[src/rtl/iq_pkg.sv]
`default_nettype none
// ============================================================================
//  Module   : iq_pkg
//  Purpose  : Shared sample type, LO phase / TX state encodings and the
//             saturating negate used by the quadrature mixer.
//  Revision : 1.0
// ============================================================================
package iq_pkg;

    localparam int unsigned c_SAMPLE_W = 5;

    typedef logic signed [c_SAMPLE_W-1:0] sample_t;

    typedef enum logic [1:0] {
        PH0 = 2'd0,
        PH1 = 2'd1,
        PH2 = 2'd2,
        PH3 = 2'd3
    } lo_phase_t;

    typedef enum logic [0:0] {
        TX_IDLE = 1'b0,
        TX_RUN  = 1'b1
    } tx_state_t;

    localparam sample_t c_SAMPLE_MIN = {1'b1, {(c_SAMPLE_W-1){1'b0}}};
    localparam sample_t c_SAMPLE_MAX = {1'b0, {(c_SAMPLE_W-1){1'b1}}};

    // The most negative code has no positive twin; clamp it to full scale.
    function automatic sample_t sat_neg(input sample_t x);
        if (x == c_SAMPLE_MIN) begin
            return c_SAMPLE_MAX;
        end
        return -x;
    endfunction

endpackage
`default_nettype wire

[src/rtl/iq_tx_fifo.sv]
`default_nettype none
// ============================================================================
//  Module   : iq_tx_fifo
//  Purpose  : Synchronous FIFO holding one packed {I,Q} baseband pair per
//             entry; read data is the head entry, valid whenever !empty.
//  Revision : 1.0
// ============================================================================
module iq_tx_fifo #(
    parameter  int unsigned DATA_W = 10,
    parameter  int unsigned DEPTH  = 4,
    localparam int unsigned ADDR_W = $clog2(DEPTH),
    localparam int unsigned CNT_W  = $clog2(DEPTH) + 1
) (
    input  logic              clk,
    input  logic              resetn,
    input  logic              push,
    input  logic [DATA_W-1:0] push_data,
    input  logic              pop,
    output logic [DATA_W-1:0] pop_data,
    output logic              full,
    output logic              empty,
    output logic [CNT_W-1:0]  count
);

    localparam logic [CNT_W-1:0] c_DEPTH = CNT_W'(DEPTH);

    generate
        if ((DEPTH < 2) || ((DEPTH & (DEPTH - 1)) != 0)) begin : g_depth_check
            $error("iq_tx_fifo: DEPTH must be a power of two >= 2");
        end
    endgenerate

    logic [DATA_W-1:0] r_mem [DEPTH];
    logic [ADDR_W-1:0] r_wr_ptr;
    logic [ADDR_W-1:0] r_rd_ptr;
    logic [CNT_W-1:0]  r_count;
    logic              w_do_push;
    logic              w_do_pop;

    assign full      = (r_count == c_DEPTH);
    assign empty     = (r_count == '0);
    assign count     = r_count;
    assign pop_data  = r_mem[r_rd_ptr];
    assign w_do_push = push && !full;
    assign w_do_pop  = pop && !empty;

    // Storage needs no reset; occupancy is tracked by the pointers and count.
    always_ff @(posedge clk) begin
        if (w_do_push) begin
            r_mem[r_wr_ptr] <= push_data;
        end
    end

    always_ff @(posedge clk or negedge resetn) begin
        if (!resetn) begin
            r_wr_ptr <= '0;
            r_rd_ptr <= '0;
            r_count  <= '0;
        end else begin
            if (w_do_push) begin
                r_wr_ptr <= r_wr_ptr + 1'b1;
            end
            if (w_do_pop) begin
                r_rd_ptr <= r_rd_ptr + 1'b1;
            end
            case ({w_do_push, w_do_pop})
                2'b10:   r_count <= r_count + 1'b1;
                2'b01:   r_count <= r_count - 1'b1;
                default: r_count <= r_count;
            endcase
        end
    end

endmodule
`default_nettype wire

[src/rtl/iq_mod_tx.sv]
`default_nettype none
// ============================================================================
//  Module   : iq_mod_tx
//  Purpose  : fs/4 quadrature upconverter: buffers baseband I/Q and emits one
//             mixed IF sample per DAC request, with priming and underrun.
//  Revision : 1.0
// ============================================================================
module iq_mod_tx
    import iq_pkg::*;
#(
    parameter int unsigned W            = c_SAMPLE_W,
    parameter int unsigned FIFO_DEPTH   = 4,
    parameter int unsigned PRIME_LEVEL  = 2,
    parameter int unsigned IDLE_TIMEOUT = 8,
    parameter int unsigned UCNT_W       = 8
) (
    input  logic                clk,
    input  logic                resetn,
    input  logic                bb_valid_i,
    output logic                bb_ready_o,
    input  logic signed [W-1:0] I_BB,
    input  logic signed [W-1:0] Q_BB,
    input  logic                DAC_rdy_i,
    output logic                mod_iq_valid,
    output logic signed [W-1:0] I_IF,
    output logic signed [W-1:0] Q_IF,
    output logic                underrun_o,
    output logic [UCNT_W-1:0]   underrun_cnt_o
);

    localparam int unsigned c_CNT_W  = $clog2(FIFO_DEPTH) + 1;
    localparam int unsigned c_IDLE_W = $clog2(IDLE_TIMEOUT + 1);

    localparam logic [c_CNT_W-1:0]  c_PRIME     = c_CNT_W'(PRIME_LEVEL);
    localparam logic [c_IDLE_W-1:0] c_IDLE_LAST = c_IDLE_W'(IDLE_TIMEOUT - 1);

    generate
        if (W != c_SAMPLE_W) begin : g_width_check
            $error("iq_mod_tx: W must match iq_pkg::c_SAMPLE_W");
        end
        if ((PRIME_LEVEL < 1) || (PRIME_LEVEL > FIFO_DEPTH)) begin : g_prime_check
            $error("iq_mod_tx: PRIME_LEVEL must be in 1..FIFO_DEPTH");
        end
        if (IDLE_TIMEOUT < 1) begin : g_timeout_check
            $error("iq_mod_tx: IDLE_TIMEOUT must be >= 1");
        end
    endgenerate

    tx_state_t           r_state;
    lo_phase_t           r_phase;
    logic [c_IDLE_W-1:0] r_idle_cnt;
    logic                r_valid;
    sample_t             r_i_if;
    sample_t             r_q_if;
    logic                r_underrun;
    logic [UCNT_W-1:0]   r_ucnt;

    logic                w_push;
    logic                w_pop;
    logic                w_full;
    logic                w_empty;
    logic [c_CNT_W-1:0]  w_count;
    logic [2*W-1:0]      w_fifo_dout;
    sample_t             w_bb_i;
    sample_t             w_bb_q;
    sample_t             w_mix_i;
    sample_t             w_mix_q;

    assign bb_ready_o = !w_full;
    assign w_push     = bb_valid_i && !w_full;
    // Pops only happen on a DAC request in RUN; requests in IDLE are dropped.
    assign w_pop      = (r_state == TX_RUN) && DAC_rdy_i && !w_empty;

    iq_tx_fifo #(
        .DATA_W (2 * W),
        .DEPTH  (FIFO_DEPTH)
    ) u_fifo (
        .clk       (clk),
        .resetn    (resetn),
        .push      (w_push),
        .push_data ({I_BB, Q_BB}),
        .pop       (w_pop),
        .pop_data  (w_fifo_dout),
        .full      (w_full),
        .empty     (w_empty),
        .count     (w_count)
    );

    // An underrun mixes the zero sample so the LO keeps running coherently.
    assign w_bb_i = w_empty ? '0 : sample_t'(w_fifo_dout[2*W-1:W]);
    assign w_bb_q = w_empty ? '0 : sample_t'(w_fifo_dout[W-1:0]);

    always_comb begin
        w_mix_i = w_bb_i;
        w_mix_q = w_bb_q;
        case (r_phase)
            PH0: begin
                w_mix_i = w_bb_i;
                w_mix_q = w_bb_q;
            end
            PH1: begin
                w_mix_i = sat_neg(w_bb_q);
                w_mix_q = w_bb_i;
            end
            PH2: begin
                w_mix_i = sat_neg(w_bb_i);
                w_mix_q = sat_neg(w_bb_q);
            end
            PH3: begin
                w_mix_i = w_bb_q;
                w_mix_q = sat_neg(w_bb_i);
            end
            default: begin
                w_mix_i = '0;
                w_mix_q = '0;
            end
        endcase
    end

    always_ff @(posedge clk or negedge resetn) begin
        if (!resetn) begin
            r_state    <= TX_IDLE;
            r_phase    <= PH0;
            r_idle_cnt <= '0;
            r_valid    <= 1'b0;
            r_i_if     <= '0;
            r_q_if     <= '0;
            r_underrun <= 1'b0;
            r_ucnt     <= '0;
        end else begin
            r_valid <= 1'b0;
            case (r_state)
                TX_IDLE: begin
                    r_phase    <= PH0;
                    r_idle_cnt <= '0;
                    if (w_count >= c_PRIME) begin
                        r_state    <= TX_RUN;
                        r_underrun <= 1'b0;
                    end
                end
                TX_RUN: begin
                    if (DAC_rdy_i) begin
                        r_valid <= 1'b1;
                        r_i_if  <= w_mix_i;
                        r_q_if  <= w_mix_q;
                        r_phase <= lo_phase_t'(r_phase + 2'd1);
                        if (!w_empty) begin
                            r_idle_cnt <= '0;
                        end else begin
                            r_underrun <= 1'b1;
                            if (r_ucnt != '1) begin
                                r_ucnt <= r_ucnt + 1'b1;
                            end
                            if (r_idle_cnt == c_IDLE_LAST) begin
                                r_state    <= TX_IDLE;
                                r_phase    <= PH0;
                                r_idle_cnt <= '0;
                            end else begin
                                r_idle_cnt <= r_idle_cnt + 1'b1;
                            end
                        end
                    end
                end
                default: r_state <= TX_IDLE;
            endcase
        end
    end

    assign mod_iq_valid   = r_valid;
    assign I_IF           = r_i_if;
    assign Q_IF           = r_q_if;
    assign underrun_o     = r_underrun;
    assign underrun_cnt_o = r_ucnt;

endmodule
`default_nettype wire
[config.mk]
export PLATFORM = sky130hd
export DESIGN_NAME = iq_mod_tx
export DESIGN_NICKNAME = d
export VERILOG_FILES = /design/src/rtl/iq_pkg.sv /design/src/rtl/iq_tx_fifo.sv /design/src/rtl/iq_mod_tx.sv
export SDC_FILE = /design/constraint.sdc
export NUM_CORES = 1
export LEC_CHECK = 0
export CORE_MARGIN = 8
export CORE_UTILIZATION = 57
export DETAILED_ROUTE_END_ITERATION = 8
export HOLD_SLACK_MARGIN = 0.05
export PLACE_DENSITY = 0.88
export RECOVER_POWER = 25
export SLEW_MARGIN = 30
export SYNTH_ARGS = -nofsm -noshare
export SYNTH_HDL_FRONTEND = slang
export SYNTH_SLANG_ARGS = --single-unit
[constraint.sdc]
create_clock -name clk -period 2.83 [get_ports clk]
set_input_delay 0.4245 -clock clk [delete_from_list [all_inputs] [get_ports clk]]
set_output_delay 0.4245 -clock clk [all_outputs]
set_load 0.01 [all_outputs]
# After elaboration in Yosys (flattened, before gate mapping)
# Memories as Yosys holds them, arrays and structs flattened.
# Index checks and enable logic that the tools add are counted.
dict set report word_totals {
  in_bits 14
  mem_count 1
  regBits 34
  mem_bits_rw 40
  wordCells 87
}
# memory depth word_bits read_ports rd_clocked_by_memory_dff write_ports line
set memory_table {}
lappend memory_table {u_fifo.r_mem 4 10 1 0 1 iq_tx_fifo.sv:33} ;# logic [DATA_W-1:0] r_mem [DEPTH];
dict set report op_classes {
  n_bitwise 1
  reduce_logical 13
  mux 38
  n_eq_ne 13
  n_addsub 9
  magnitude_cmp 1
}
# op n
set op_table {}
lappend op_table {{5-bit two-way mux} 8}
lappend op_table {{5-bit case mux with 4 select lines} 2}
lappend op_table {{1-bit two-way mux} 17}
lappend op_table {{4-bit two-way mux} 3}
lappend op_table {{5-bit == test (second input constant)} 2}
lappend op_table {{5-bit negation} 2}
lappend op_table {{8-bit by 1-bit adder with 8-bit output (second input constant)} 1}
lappend op_table {{8-bit inequality test (second input constant)} 1}
lappend op_table {{4-bit case mux with 2 select lines} 1}
lappend op_table {{2-bit by 1-bit adder with 2-bit output (second input constant)} 3}
lappend op_table {{2-bit == test (second input constant)} 3}
lappend op_table {{2-bit two-way mux} 3}
lappend op_table {{3-bit case mux with 2 select lines} 1}
lappend op_table {{1-bit logical AND} 5}
lappend op_table {{4-bit by 1-bit adder with 4-bit output (second input constant)} 1}
lappend op_table {{2-bit by 1-bit == test with 1-bit output (second input constant)} 2}
lappend op_table {{4-bit by 3-bit == test with 1-bit output (second input constant)} 1}
lappend op_table {{2-bit inequality test (second input constant)} 2}
lappend op_table {{1-bit case mux with 2 select lines} 2}
lappend op_table {{2-bit case mux with 2 select lines} 1}
lappend op_table {{4-bit AND reduction} 1}
lappend op_table {{3-bit by 1-bit adder with 3-bit output (second input constant)} 1}
lappend op_table {{3-bit == test (second input constant)} 1}
lappend op_table {{3-bit by 2-bit greater-or-equal comparator with 1-bit output (second input constant)} 1}
lappend op_table {{9 further kinds} 10}

# Logic depth before layout (Yosys ltp)
dict set report logic_depth {
  depth_word 7
  mapped_depth 10
  depth_no_buf 10
}

# By module
# From an unflattened synthesis, not the netlist that was laid out.
dict set report unflattened {
  hier_cells 281
  area_unflattened_um2 3608.5
}
# module seq_area_each_um2 area_each_um2 cells_each n_inst
set by_module_without_submodules {}
lappend by_module_without_submodules {iq_tx_fifo 1376.3 1885.6 89 1}
lappend by_module_without_submodules {iq_mod_tx 675.6 1722.9 192 1}

# Least setup slack after synthesis
# Ideal clock, no wire load.
dict set report synth_path {
  kind {register to register}
  from {register u_fifo.r_count[0] (netlist: u_fifo.count[0])}
  to {register r_q_if[1] (netlist: Q_IF[1])}
  path_buffers 3
  setup_slack_ps 392
  period_less_slack_ps 2438
  arrival_ps 2317
  setup_time_ps 121
  path_stages_with_launch 11
  cell_sequence {dfrtp_1 > or3_1 > clkbuf_1 > clkbuf_1 > clkbuf_1 > nand2_1 > ha_1 > a221o_1 > a31oi_1 > o21ai_1 > a22o_1}
}
dict set report synth_via {
  elab_chain_cells 7
  elab_cells_between_ends 14
  classes_between {add/sub (2); eq/ne (2); mux (9); reduce/logical (1)}
}
# element line
set synth_lines {}
lappend synth_lines {{start, declared} iq_tx_fifo.sv:36} ;# logic [CNT_W-1:0] r_count;
lappend synth_lines {{start signal, assigned} iq_tx_fifo.sv:67} ;# 2'b10: r_count <= r_count + 1'b1;
lappend synth_lines {{start signal, assigned} iq_tx_fifo.sv:68} ;# 2'b01: r_count <= r_count - 1'b1;
lappend synth_lines {{start signal, assigned} iq_tx_fifo.sv:69} ;# default: r_count <= r_count;
lappend synth_lines {{3-bit zero test (*)} iq_tx_fifo.sv:41} ;# assign empty = (r_count == '0);
lappend synth_lines {{branches (longest 5 deep; another with 5-bit negation)} n/a}
lappend synth_lines {{5-bit case mux with 4 select lines (*)} iq_mod_tx.sv:96} ;# case (r_phase)
lappend synth_lines {{end signal, assigned} iq_mod_tx.sv:145} ;# r_q_if <= w_mix_q;
lappend synth_lines {{end, declared} iq_mod_tx.sv:54} ;# sample_t r_q_if;
# Every way passes the cells marked *. The select of a mux whose other input is x is not followed.
# A chain may end at the register's enable or synchronous reset.

# Worst setup path in the final report
dict set report layout_path {
  from {register u_fifo.r_rd_ptr[0]}
  to {register r_q_if[3] (netlist: Q_IF[3])}
}
dict set report layout_via {
  elab_chain_cells 7
  elab_cells_between_ends 14
  classes_between {add/sub (2); eq/ne (2); mux (9); memory (1)}
}
# element line
set layout_lines {}
lappend layout_lines {{start, declared} iq_tx_fifo.sv:35} ;# logic [ADDR_W-1:0] r_rd_ptr;
lappend layout_lines {{start signal, assigned} iq_tx_fifo.sv:64} ;# r_rd_ptr <= r_rd_ptr + 1'b1;
lappend layout_lines {{memory 4 x 10 bit (*)} n/a}
lappend layout_lines {{branches (longest 5 deep; another with 5-bit negation)} n/a}
lappend layout_lines {{5-bit case mux with 4 select lines (*)} iq_mod_tx.sv:96}
# Marks and branches as above.

==> summary by stage <==
Min path
The number of stages on the worst hold path is 1. The path class of the tightest hold or removal check is reg2reg.

Synthesis
The number of different library cells used by synthesis comes to 53. The number of standard cells after synthesis is 287. The flip-flop cell with the highest count after synthesis is edfxtp_1. The synthesized area per cell is 12.6 µm². The portion of the post-synthesis area used by sequential elements is 56.7%. During synthesis, Yosys emitted a total of 0 warnings. The cell area after technology mapping is 0.00362 mm². The number of nets in the synthesized netlist is 315. The synthesized design contains 40 enable-type register cells.

Of all flip-flops after synthesis, the portion carrying an async set or reset was between 40% and 50%. The number of register bits inferred by synthesis is 74.

Pwr
In this run the power density over the cells is 1080 mW/mm². The static leakage is 0.00168 µW. IR analysis of the VDD net gives a maximum drop of 0.603 mV.

Layout
The antenna diode count is 0. After the flow finishes, the layout carries non-filler instances totaling 410. The fraction of final layout cells with drive strength greater than 1 is approximately a tenth. The count of nets after finishing is approximately 360. The synthesis-to-finish area growth is 18.1%. Fill cells in the final layout number 466.

Routing
The number of violations reported at the end of detailed-routing iteration 0 is 324. Across all layers, the routed design uses 2462 vias. The via density per instance is about 6.0. The first TritonRoute pass finished after 5 iterations. The wire length reported by the detailed router is 7540 µm. After detailed routing, the number of remaining DRC violations is 0. The per-cell routed wire length is 18.4 µm. The remaining antenna violation count after routing is 0.

CTS
The number of post-CTS setup repair buffers is 0. The buffer levels on the longest clock path is 2. The clock tree from TritonCTS is yes. At the later pin of the worst-skew pair, clock insertion delay measures around 0.34 ns.

The depth of the CTS H-tree is 3. In this run the clock root is driven by a clkbuf_8. The clock transition at the register clock pins on the worst setup and hold paths after CTS is approximately 0.080 ns. The number of buffers inserted by hold repair at cts is 0. The number of cells upsized or downsized after cts is 0. TritonCTS created 9 clock buffers. The clock sink total is 74.

Place
The last weighted congestion value of the routability-driven placer is 0.898. In this run the tool buffered the top-level ports with 34 buffer cells. The post-detailed-placement half-perimeter wirelength is 5030 µm. In this run, placement finished with an instance count of 394.

STA
The final hold violation count was 0. In the final timing run, aggregate negative setup slack is 0 ns. The largest clock skew in the final design is 0.0106 ns. The measured slew at the worst slew-check pin is 1.81 ns. The headroom to the max-slew limit is -20.4%. The timing-limited maximum frequency is roughly 390 MHz. Setup repair after global routing left no endpoint under its margin.

Of the available clock period, the critical path in the final layout requires 90.9%. The number of slew-limit violations in the final report is 35. The final critical-path required period is 2.57 ns. The count of endpoints failing setup in the final report is 0.

Die
The die is ~96 µm tall. The core area is 0.00624 mm². In this run the core area contains 29 standard-cell rows. Once the floorplan was initialized, standard cells occupied between 50 and 60% of the core. The area of the die is around 0.0091 mm².

The die extent in x is 95.6 µm. The top-level I/O count is 35.

Worst setup path
STA classifies the critical path endpoint as a flip-flop. Counting both buffers and inverters, the worst setup path holds a total of 0. In this design, the stage delay of the slowest critical-path cell is 0.73 ns. Traced cell by cell, the critical path runs through mux4_1, nand2_1, ha_1, a21oi_1, mux2i_1, nand3_1, a31oi_1. The critical path depth is 7.

The startpoint kind of the worst setup timing path is a flip-flop. The largest delay contributor family on the critical path is multiplexers. The number of cells on the worst reg-to-reg path is 7. The worst setup path is of the reg2reg kind.

At the worst endpoint, the required time is 3.08 ns. The worst-path cell with the longest stage delay is mux4_1. The top fanout value on the critical path is 9. The arrival time of the worst setup path is 2.82 ns.

Global routing
The global-route wire length before repair is 12400 µm. The largest net degree at the start of global routing is 35. The number of global-route vias before repair was 2508.

The initial antenna violation count is 0. The final global-route overflow total is 0. Across every metal layer, demand over resource in global routing totals 17.7%.

Status
The final reports fail on capacitance limit, slew limit. The run finished, with violations left.

Run
The number of max-cap violations is 1.
==> state kept, by name, summed over array words and instances (netlist names) <==
signal / flops
u_fifo.r_mem: 40
underrun_cnt_o: 8
I_IF: 5
Q_IF: 5
r_idle_cnt: 4
u_fifo.count: 3
r_phase: 2
u_fifo.r_rd_ptr: 2
u_fifo.r_wr_ptr: 2
mod_iq_valid: 1
r_state: 1
underrun_o: 1
==> kinds of logic (layout without fill, tap and decap cells) <==
logic type / count (synthesis) / count (layout) / share of synthesized area [%]
XOR/XNOR: 13 / 13 / 3.15
AO/OA/AOI/OAI: 70 / 70 / 12.5
buffers and inverters: 22 / 68 / 2.49
adder cells (fa/ha/maj): 14 / 14 / 5.05
AND/OR/NAND/NOR: 80 / 80 / 11.9
flip-flops: 74 / 74 / 56.7
multiplexers: 14 / 14 / 8.10
==> cell usage after synthesis (6+ instances only) <==
library cell  instances  area (µm²)
ha_1                 13         163
mux4_1                7         184
clkbuf_1             11        41.3
a21oi_1              17        85.1
and2_1                9        56.3
a31oi_1              10        62.6
edfxtp_1             40        1200
inv_1                 9        33.8
xor2_1                7        61.3
dfrtp_1              34         851
o21ai_0              17        85.1
nor2_1               14        52.6
xnor2_1               6        52.6
nand2_1              22        82.6
nand3_1               8        40.0
==> final timing paths <==
| kind | slack [ns] | to | startpoint |
|---|---|---|---|
| worst max-delay path | 0.26 | Q_IF[3]$_DFFE_PN0N_ | u_fifo.r_rd_ptr[0]$_DFFE_PN0P_ |
| worst min-delay path | 0.49 | underrun_cnt_o[7]$_DFFE_PN0P_ | underrun_cnt_o[7]$_DFFE_PN0P_ |
| worst max register to register | 0.26 | Q_IF[3]$_DFFE_PN0N_ | u_fifo.r_rd_ptr[0]$_DFFE_PN0P_ |
| worst min register to register | 0.49 | underrun_cnt_o[7]$_DFFE_PN0P_ | underrun_cnt_o[7]$_DFFE_PN0P_ |
| max in group asynchronous | 0.69 | r_phase[0]$_DFFE_PN0P_ | resetn |
| min in group asynchronous | 1.10 | underrun_cnt_o[3]$_DFFE_PN0P_ | resetn |
==> area by class of cell <==
class	count	area [µm²]	share of cell area, %
well taps	77	96.3	2.26
inverters	10	37.5	0.879
multi-input cells	191	1470	34.5
clock inverters	5	81.3	1.91
repair buffers	42	397	9.29
flip-flops and latches	74	2050	48.1
clock buffers	11	131	3.08
==> layer usage <==
layer / global-route usage, % / part of all wire, % / vias to the layer above
met2: 28.7 / 49 / 75
met3: 3.62 / 5.1 / 12
li1: - / - / 1155
met1: 22.2 / 44 / 1220
met5: 0 / 0 / -
met4: 8.45 / 1.7 / 0
==> placed cells by master (no fill, tap or decap), types with 3 or more instances in the layout <==
cell | Yosys | final
a21oi_1 | 17 | 17
a31oi_1 | 10 | 10
and2_1 | 9 | 9
and3_1 | 5 | 5
buf_4 | 0 | 7
clkbuf_1 | 11 | 3
clkbuf_8 | 0 | 9
clkdlybuf4s50_1 | 0 | 23
dfrtp_1 | 34 | 34
dlygate4sd3_1 | 0 | 11
edfxtp_1 | 40 | 40
ha_1 | 13 | 13
inv_1 | 9 | 9
mux2i_1 | 3 | 3
mux4_1 | 7 | 7
mux4_2 | 3 | 3
nand2_1 | 22 | 22
nand3_1 | 8 | 8
nor2_1 | 14 | 14
nor2b_1 | 4 | 4
o21a_1 | 3 | 3
o21ai_0 | 17 | 17
o22ai_1 | 4 | 4
xnor2_1 | 6 | 6
xor2_1 | 7 | 7
==> metrics by stage <==
stage	utilization [%]	instance area, µm²	hold slack [ns]	total power [µW]	setup WS (ns)
final	68.4	4270	0.492	4590	0.258
after detailed placement	65.1	4060	0.483	3690	0.337
after CTS	68.5	4270	0.494	4580	0.330
after global routing	68.4	4270	0.521	4870	0.145
after global placement	65.1	4060	0.477	3610	0.412
after floorplan	-	3620	0.129	3030	0.392
==> report_power, final <==
part / internal (µW) / total, µW / switching [µW]
combinational: 924 / 2030 / 1100
sequential: 1450 / 1680 / 237
clock: 497 / 884 / 387
Note: power is estimated with default switching activity, not from simulation.
